### src/rtl/step_decoder_pkg.sv
// Shared definitions for the one-hot step generator: default code width,
// derived output width and a reference one-hot helper.
package step_decoder_pkg;

  localparam int N_DEFAULT = 3;
  localparam int M_DEFAULT = 1 << N_DEFAULT;

  // One-hot encoding of a binary step code at the default width.
  function automatic logic [M_DEFAULT-1:0] onehot(input logic [N_DEFAULT-1:0] code);
    logic [M_DEFAULT-1:0] v;
    v = '0;
    v[code] = 1'b1;
    return v;
  endfunction

endpackage

### src/rtl/step_decoder_dec.sv
// Combinational N-to-2^N decoder with enable.
// When enabled, exactly one output line is set; when disabled, all outputs are low.
module dec_n_to_m
  import step_decoder_pkg::*;
#(
  parameter  int N = N_DEFAULT,
  localparam int M = 1 << N
) (
  input  logic         i_en,
  input  logic [N-1:0] i_code,
  output logic [M-1:0] o_y
);

  // Decode the binary code into a single active line, gated by the enable.
  always_comb begin
    // NOTE: assign a default first so that no path leaves o_y unassigned, which would infer a latch.
    o_y = '0;
    if (i_en) begin
      o_y[i_code] = 1'b1;
    end
  end

endmodule

### src/rtl/step_decoder.sv
// Registered one-hot step generator.
// A binary step counter can be cleared, loaded, stepped and wrapped at LAST_STEP.
// The one-hot output drives timing-step or register-enable lines.
// Wrap and Err are single-cycle status pulses.
module step_decoder
  import step_decoder_pkg::*;
#(
  parameter  int N         = N_DEFAULT,
  parameter  int LAST_STEP = (1 << N) - 1,
  localparam int M         = 1 << N
) (
  input  logic         i_clock,
  input  logic         i_reset,
  input  logic         i_en,
  input  logic         i_clear,
  input  logic         i_load,
  input  logic [N-1:0] i_w,
  input  logic         i_step,
  output logic [M-1:0] o_y,
  output logic [N-1:0] o_count,
  output logic         o_wrap,
  output logic         o_err
);

  // A LAST_STEP outside the code range has no valid wrap point.
  if (LAST_STEP >= M || LAST_STEP < 0) begin : g_bad_cfg
    $fatal(1, "step_decoder: LAST_STEP must be in 0 .. 2**N-1");
  end

  localparam logic [N-1:0] LAST_CODE = N'(LAST_STEP);

  logic [N-1:0] r_count;
  logic [M-1:0] r_y;
  logic         r_wrap;
  logic         r_err;

  logic [N-1:0] w_count_next;
  logic         w_wrap_next;
  logic         w_err_next;
  logic [M-1:0] w_y_next;

  // Next-count selection with priority Clear > (disabled hold) > Load > Step > hold.
  always_comb begin
    w_count_next = r_count;
    w_wrap_next  = 1'b0;
    w_err_next   = 1'b0;
    if (i_clear) begin
      w_count_next = '0;
    end else if (!i_en) begin
      w_count_next = r_count;
    end else if (i_load) begin
      // An out-of-range load is rejected: the count holds and Err is flagged.
      if (i_w > LAST_CODE) begin
        w_err_next = 1'b1;
      end else begin
        w_count_next = i_w;
      end
    end else if (i_step) begin
      if (r_count == LAST_CODE) begin
        w_count_next = '0;
        w_wrap_next  = 1'b1;
      end else begin
        w_count_next = r_count + N'(1);
      end
    end
  end

  // The one-hot output is decoded from the next count, so Y and Count move together.
  dec_n_to_m #(.N(N)) u_dec (
    .i_en   (i_en),
    .i_code (w_count_next),
    .o_y    (w_y_next)
  );

  // State and output registers, with a synchronous reset that overrides all controls.
  always_ff @(posedge i_clock) begin
    // NOTE: sequential state uses non-blocking assignments so that every register samples pre-edge values.
    if (i_reset) begin
      r_count <= '0;
      r_y     <= '0;
      r_wrap  <= 1'b0;
      r_err   <= 1'b0;
    end else begin
      r_count <= w_count_next;
      r_y     <= w_y_next;
      r_wrap  <= w_wrap_next;
      r_err   <= w_err_next;
    end
  end

  assign o_y     = r_y;
  assign o_count = r_count;
  assign o_wrap  = r_wrap;
  assign o_err   = r_err;

endmodule
### config.mk
export PLATFORM = sky130hd
export DESIGN_NAME = step_decoder
export DESIGN_NICKNAME = d
export VERILOG_FILES = /design/src/rtl/step_decoder_pkg.sv /design/src/rtl/step_decoder_dec.sv /design/src/rtl/step_decoder.sv
export SDC_FILE = /design/constraint.sdc
export NUM_CORES = 1
export LEC_CHECK = 0
export CELL_PAD_IN_SITES_DETAIL_PLACEMENT = 1
export CELL_PAD_IN_SITES_GLOBAL_PLACEMENT = 1
export CORE_UTILIZATION = 40
export CTS_BUF_LIST = sky130_fd_sc_hd__clkbuf_4 sky130_fd_sc_hd__clkbuf_8
export DETAILED_ROUTE_END_ITERATION = 16
export DONT_BUFFER_PORTS = 1
export GPL_TIMING_DRIVEN = 0
export PLACE_DENSITY_LB_ADDON = 0.1
export SYNTH_ARGS = -nofsm -noshare
export SYNTH_HDL_FRONTEND = slang
export SYNTH_SLANG_ARGS = --single-unit
export TNS_END_PERCENT = 50
### constraint.sdc
create_clock -name i_clock -period 1.4 [get_ports i_clock]
set_input_delay 0.14 -clock i_clock [delete_from_list [all_inputs] [get_ports i_clock]]
set_output_delay 0.14 -clock i_clock [all_outputs]
set_load 0.02 [all_outputs]
# Word-level counts from Yosys, hierarchy flattened

Cells that the tools add are included.

$add $sub $neg: 1
$lt $le $gt $ge: 3
Equality and inequality tests: 1
Multiplexer cells: 10
Bitwise operators: 3
Reduce and logical (&&, ||, !) cells: 4

Operators by type and width:

| kind                                                                  | number |
|---|---|
| 3-bit 2-to-1 mux                                                      | 6 |
| 5-bit OR reduction                                                    | 1 |
| 3-bit by 4-bit < comparator with 1-bit output, second input constant  | 1 |
| 4-bit OR reduction                                                    | 1 |
| 3-bit by 1-bit adder with 3-bit output, second input constant         | 1 |
| 1-bit demux with 3-bit select                                         | 1 |
| 3-bit equality test, second input constant                            | 1 |
| 3-bit by 1-bit >= comparator with 1-bit output, second input constant | 1 |
| 3-bit greater-than comparator, second input constant                  | 1 |
| 1-bit 2-to-1 mux                                                      | 3 |
| 1-bit NOT                                                             | 3 |
| 2-bit OR reduction                                                    | 1 |
| 1-bit logical AND                                                     | 1 |

Register bits after elaboration: 13
Bits of input ports: 9
Output and inout bits: 13
Logic and storage cells: 26

# Logic depth before layout (Yosys ltp)

Depth after elaboration: 10
Gate-level depth with buffers: 6
Depth with buffers taken out: 6

# By module

Synthesis repeated with hierarchy kept, for this count alone.

Cells, all modules: 56
Area total of the unflattened synthesis: 589.3 µm²

Modules (own cells, without submodules):

| module       | instances | cells an instance | area each (µm²) | seq. area each (µm²) |
|---|---|---|---|---|
| step_decoder | 1         | 48                | 494.2           | 260.2 |
| dec_n_to_m   | 1         | 8                 | 95.1            | 0.0 |

# Worst setup path before layout

No wires, ideal clock.

Path type: register -> register
From: register r_count[0] (netlist: o_count[0])
To: register r_y[7] (netlist: o_y[7])
Library setup time: 0.066 ns
Data arrival time: 1.578 ns
Data required time: 1.334 ns
Path slack: -0.244 ns
Stages on the path, launching flop included: 6
Buffers on the path: 0
Clock period less this slack: 1.644 ns
Cell sequence: dfxtp_1 ha_1 nor4bb_1 or4_4 or2_1 nor2_1

Longest elaborated chain between the ends: 10
Elaborated cells on any way between the ends: 13
Those cells by class: 1 x add/sub; 2 x order compare; 1 x eq/ne; 8 x mux; 1 x reduce/logical

Ends and longest elaborated chain:

| item                                                                                                                                         | RTL line                               | RTL |
|---|---|---|
| start, declared                                                                                                                              | step_decoder.sv:32                     | `logic [N-1:0] r_count;` |
| start signal, assigned                                                                                                                       | step_decoder.sv:84                     | `r_count <= w_count_next;` |
| 3-bit by 1-bit adder with 3-bit output / 3-bit equality test (equally long branches)                                                         | step_decoder.sv:63, step_decoder.sv:59 |  |
| 3-bit 2-to-1 mux                                                                                                                             | step_decoder.sv:59                     | `if (r_count == LAST_CODE) begin` |
| 3-bit 2-to-1 mux                                                                                                                             | step_decoder.sv:58                     | `end else if (i_step) begin` |
| 3-bit 2-to-1 mux                                                                                                                             | step_decoder.sv:51                     | `end else if (i_load) begin` |
| 3-bit 2-to-1 mux *                                                                                                                           | step_decoder.sv:49                     | `end else if (!i_en) begin` |
| 3-bit 2-to-1 mux *                                                                                                                           | step_decoder.sv:47                     | `if (i_clear) begin` |
| 3-bit by 4-bit < comparator with 1-bit output (not written as such) / 3-bit by 1-bit >= comparator with 1-bit output (equally long branches) | step_decoder_dec.sv:19                 | `o_y[i_code] = 1'b1;` |
| 1-bit logical AND (not written as such)                                                                                                      | step_decoder_dec.sv:19                 |  |
| 1-bit 2-to-1 mux (not written as such)                                                                                                       | step_decoder_dec.sv:19                 |  |
| 1-bit demux with 3-bit select *                                                                                                              | -                                      |  |
| end signal, assigned                                                                                                                         | step_decoder.sv:85                     | `r_y <= w_y_next;` |
| end, declared                                                                                                                                | step_decoder.sv:33                     | `logic [M-1:0] r_y;` |

Mark *: on every way between the ends. The rest lies on a longest branch, timed or not.
A chain may end at the register's enable or synchronous reset.

# Worst setup path after layout

From: register r_count[0] (netlist: o_count[0])
To: register r_y[3] (netlist: o_y[3])

The elaborated chain is that of the path after synthesis.

==> impl_metrics.xml <==
<?xml version="1.0" encoding="UTF-8"?>
<metrics>
  <group name="status">
    <metric name="outcome" unit="">finished with violations</metric>
    <metric name="violations" unit="">negative setup slack</metric>
  </group>
  <group name="worst_setup_path">
    <metric name="worstSetupPathType" unit="">reg2reg</metric>
    <metric name="critical_path.cell_chain" unit="">ha_4 -&gt; nor4bb_2 -&gt; or4_4 -&gt; or2_1 -&gt; nor2_1</metric>
    <metric name="timing.critical_path.to_type" unit="">flip-flop</metric>
    <metric name="cp_slowest_stage_delay" unit="ps">460</metric>
    <metric name="worst_setup_path_start_kind" unit="">flip-flop</metric>
    <metric name="r2r_setup_slack" unit="ps">-170</metric>
    <metric name="worst-path-max-fanout" unit="">5</metric>
    <metric name="required" unit="ps">1610</metric>
    <metric name="cp_data_arrival_time" unit="ps">1780</metric>
    <metric name="worst_path_max_delay_cell" unit="">or4_4</metric>
  </group>
  <group name="sta">
    <metric name="timing.clock.skew" unit="ps">12.3</metric>
    <metric name="period_share" unit="%">112</metric>
    <metric name="final_setup_viols" unit="">8</metric>
    <metric name="timing.final.crit_period" unit="ps">1570</metric>
    <metric name="hold_violation_count_in_the_final_report" unit="">0</metric>
    <metric name="timing.final.ws_setup" unit="ps">-169</metric>
    <metric name="final.hold.worst_slack" unit="ps">11.2</metric>
    <metric name="fmax" unit="GHz">0.637</metric>
    <metric name="final_max_slew_viol_count" unit="">0</metric>
    <metric name="rsz0062_at_grt" unit="">yes</metric>
  </group>
  <group name="placement">
    <metric name="place.detailed.instances" unit="">77</metric>
    <metric name="io_buffers" unit="">0</metric>
    <metric name="gp_congestion" unit="">0.725</metric>
    <metric name="pre_cts_ws" unit="ps">-193</metric>
    <metric name="dp_hpwl" unit="um">897</metric>
  </group>
  <group name="die">
    <metric name="fp.dieH" unit="um">39.6</metric>
    <metric name="num_rows" unit="">13</metric>
    <metric name="floorplan.initialDensity" unit="%">43.4</metric>
    <metric name="floorplan.die_area" unit="um2">1560</metric>
    <metric name="coreArea" unit="um2">1300</metric>
    <metric name="ioPinCount" unit="">22</metric>
    <metric name="die_x" unit="um">39.6</metric>
  </group>
  <group name="drt">
    <metric name="wl_met3" unit="um">91</metric>
    <metric name="routed.top_layer" unit="">met4</metric>
    <metric name="route.layer.met1.wl" unit="um">599</metric>
    <metric name="drtAntennaViolNets" unit="">0</metric>
    <metric name="drcViolationCount" unit="">0</metric>
    <metric name="drt-total-wl" unit="um">1340</metric>
    <metric name="routed_via_density" unit="">5.95</metric>
    <metric name="vias" unit="">494</metric>
    <metric name="first_iter_violations" unit="">4</metric>
    <metric name="routed_wl_per_cell" unit="um">16.1</metric>
    <metric name="firstDrtPassIters" unit="">4</metric>
    <metric name="routed-wl-met2" unit="um">633</metric>
  </group>
  <group name="cts">
    <metric name="clk_pin_slew_worst_paths" unit="ps">80</metric>
    <metric name="cts_buffers" unit="">3</metric>
    <metric name="clock_tree_from_tritoncts" unit="">done</metric>
    <metric name="h-tree-depth" unit="">1</metric>
    <metric name="worst_skew_pair.late_latency" unit="ps">280</metric>
    <metric name="cts_buffer_depth" unit="">2</metric>
    <metric name="clock_root_cell" unit="">clkbuf_4</metric>
    <metric name="numClockSinks" unit="">13</metric>
  </group>
  <group name="synth">
    <metric name="synthesis.area" unit="um2">564</metric>
    <metric name="mappedNetlistNets" unit="">73</metric>
    <metric name="synth_seq_cells" unit="">13</metric>
    <metric name="synth.distinct_cells" unit="">29</metric>
    <metric name="synth.top_cells.by_area" unit="">dfxtp_1 46%, nor2_1 6.7%, ha_1 4.4%</metric>
    <metric name="seq_area_frac_synth" unit="%">46.1</metric>
    <metric name="synth.top_cell.area_share" unit="%">46.1</metric>
    <metric name="syn-instance-count" unit="">62</metric>
    <metric name="synth.mux.area_fraction" unit="%">1.77</metric>
    <metric name="synth_top_family_by_area" unit="">simple AND/OR/NAND/NOR gates</metric>
    <metric name="cell_taking_the_most_area_after_synthesis" unit="">dfxtp_1</metric>
    <metric name="synthesis_warning_total" unit="">0</metric>
    <metric name="synth_compound_gate_area_share" unit="%">14.0</metric>
    <metric name="post_synth.cell_area_avg" unit="um2">9.10</metric>
    <metric name="yosys.area_share.simple" unit="%">28.4</metric>
    <metric name="yosys.area_share.adder" unit="%">4.43</metric>
    <metric name="synth_xor_area_share" unit="%">0</metric>
  </group>
  <group name="worst_hold_path">
    <metric name="hold_class" unit="">in2reg</metric>
  </group>
  <group name="global_route">
    <metric name="grt_pass1_wl" unit="um">2240</metric>
    <metric name="antenna_found_initial" unit="">0</metric>
    <metric name="grt_pass1_vias" unit="">486</metric>
    <metric name="track_usage" unit="%">22.2</metric>
    <metric name="grt_remaining_overflow" unit="">0</metric>
    <metric name="grt_max_degree" unit="">11</metric>
  </group>
  <group name="cells_and_area">
    <metric name="final-instance-count-excl-fill" unit="">83</metric>
    <metric name="layout.cells.most_common_list" unit="">10 x nor2_1, 10 x dfxtp_1, 5 x inv_1</metric>
    <metric name="fin_nets" unit="">80</metric>
    <metric name="num_antenna_cells" unit="">0</metric>
    <metric name="layout-area-overhead-vs-synth" unit="%">21.3</metric>
    <metric name="filler_cell_count" unit="">152</metric>
    <metric name="final_layout_size_suffix_gt1_share" unit="%">22.1</metric>
    <metric name="post_route_utilization" unit="%">52.6</metric>
  </group>
  <group name="power">
    <metric name="total_leakage_power" unit="nW">0.267</metric>
    <metric name="power.density_cell_area" unit="nW/um2">1070</metric>
    <metric name="vdd_ir_drop_max" unit="V">0.000687</metric>
    <metric name="total_power" unit="uW">730</metric>
  </group>
  <group name="flow_run">
    <metric name="maxCapViolCount" unit="">0</metric>
  </group>
</metrics>
[sequential cells by signal, indices dropped and copies added, names as in the netlist]
name	cells
o_y	8
o_count	3
o_err	1
o_wrap	1
[worst max-delay path, delay by kind of cell, from the launching register on]
kind / cells / cell delay, ps
fa+ha+maj: 1 / 270
flops: 1 / 400
simple gates: 4 / 820
[repair_timing]
action	in CTS	in global routing
pin swaps	0	1
hold endpoints to repair	3	0
buffers inserted	0	0
gates resized for setup	2	4
setup endpoints to repair	9	10
hold buffers	2	0
[area by class of cell]
| type | instances | area (um2) | share of cell area (%) |
|---|---|---|---|
| repair buffers | 2 | 20.0 | 2.93 |
| inverters | 5 | 18.8 | 2.74 |
| flip-flops and latches | 13 | 269 | 39.3 |
| plain buffers | 1 | 7.51 | 1.10 |
| well taps | 15 | 18.8 | 2.74 |
| clock buffers | 4 | 30.0 | 4.39 |
| multi-input cells | 43 | 320 | 46.8 |
[kinds of logic after synthesis]
logic type	count (synthesis)
simple gates	28
flops	13
compound gates	11
buf+inv	6
fa+ha+maj	2
mux	1
other cells	1
[cell usage after synthesis]
cell / instances
o31ai_1: 1
nand2b_1: 2
nand3_1: 1
a21oi_1: 1
dfxtp_1: 13
and3b_1: 1
conb_1: 1
or2b_1: 2
a22oi_1: 1
nor4_1: 1
or4_4: 1
nor4bb_1: 1
o21ai_0: 2
ha_1: 2
o311ai_0: 1
o22ai_1: 1
nand2_1: 1
nor3b_1: 1
nor2_1: 10
and3b_2: 1
o311a_1: 1
or2_1: 1
mux2i_1: 1
buf_4: 1
a211oi_1: 2
inv_1: 5
nor3_1: 4
nor2b_1: 1
o2111ai_1: 1
[power by group]
part	internal (mW)	switching [mW]	total, mW
clock network	0.130	0.119	0.249
registers	0.377	0.0189	0.396
logic	0.0412	0.0447	0.0858
[per-layer routing]
layer | track usage [%] | vias to the layer above
met5 | 0 | -
met4 | 5.17 | 0
met3 | 13.1 | 2
met2 | 34.4 | 20
met1 | 25.6 | 242
li1 | - | 230
[final timing paths]
kind / startpoint / end / depth (start not counted)
worst max-delay path: o_count[0] / o_y[3] / 5
worst min-delay path: i_en / o_count[0] / 2
worst max register to register: o_count[0] / o_y[3] / 5
worst min register to register: o_count[0] / o_count[0] / 2
[metrics by stage]
step           area, um2  TNS, ps
5_1_grt              684    -1660
3_5_place_dp         613    -1030
3_3_place_gp         613     -940
6_report             684    -1060
4_1_cts              669    -1140
2_1_floorplan        594     -155
No activity file was read; power rests on OpenSTA's default activity.
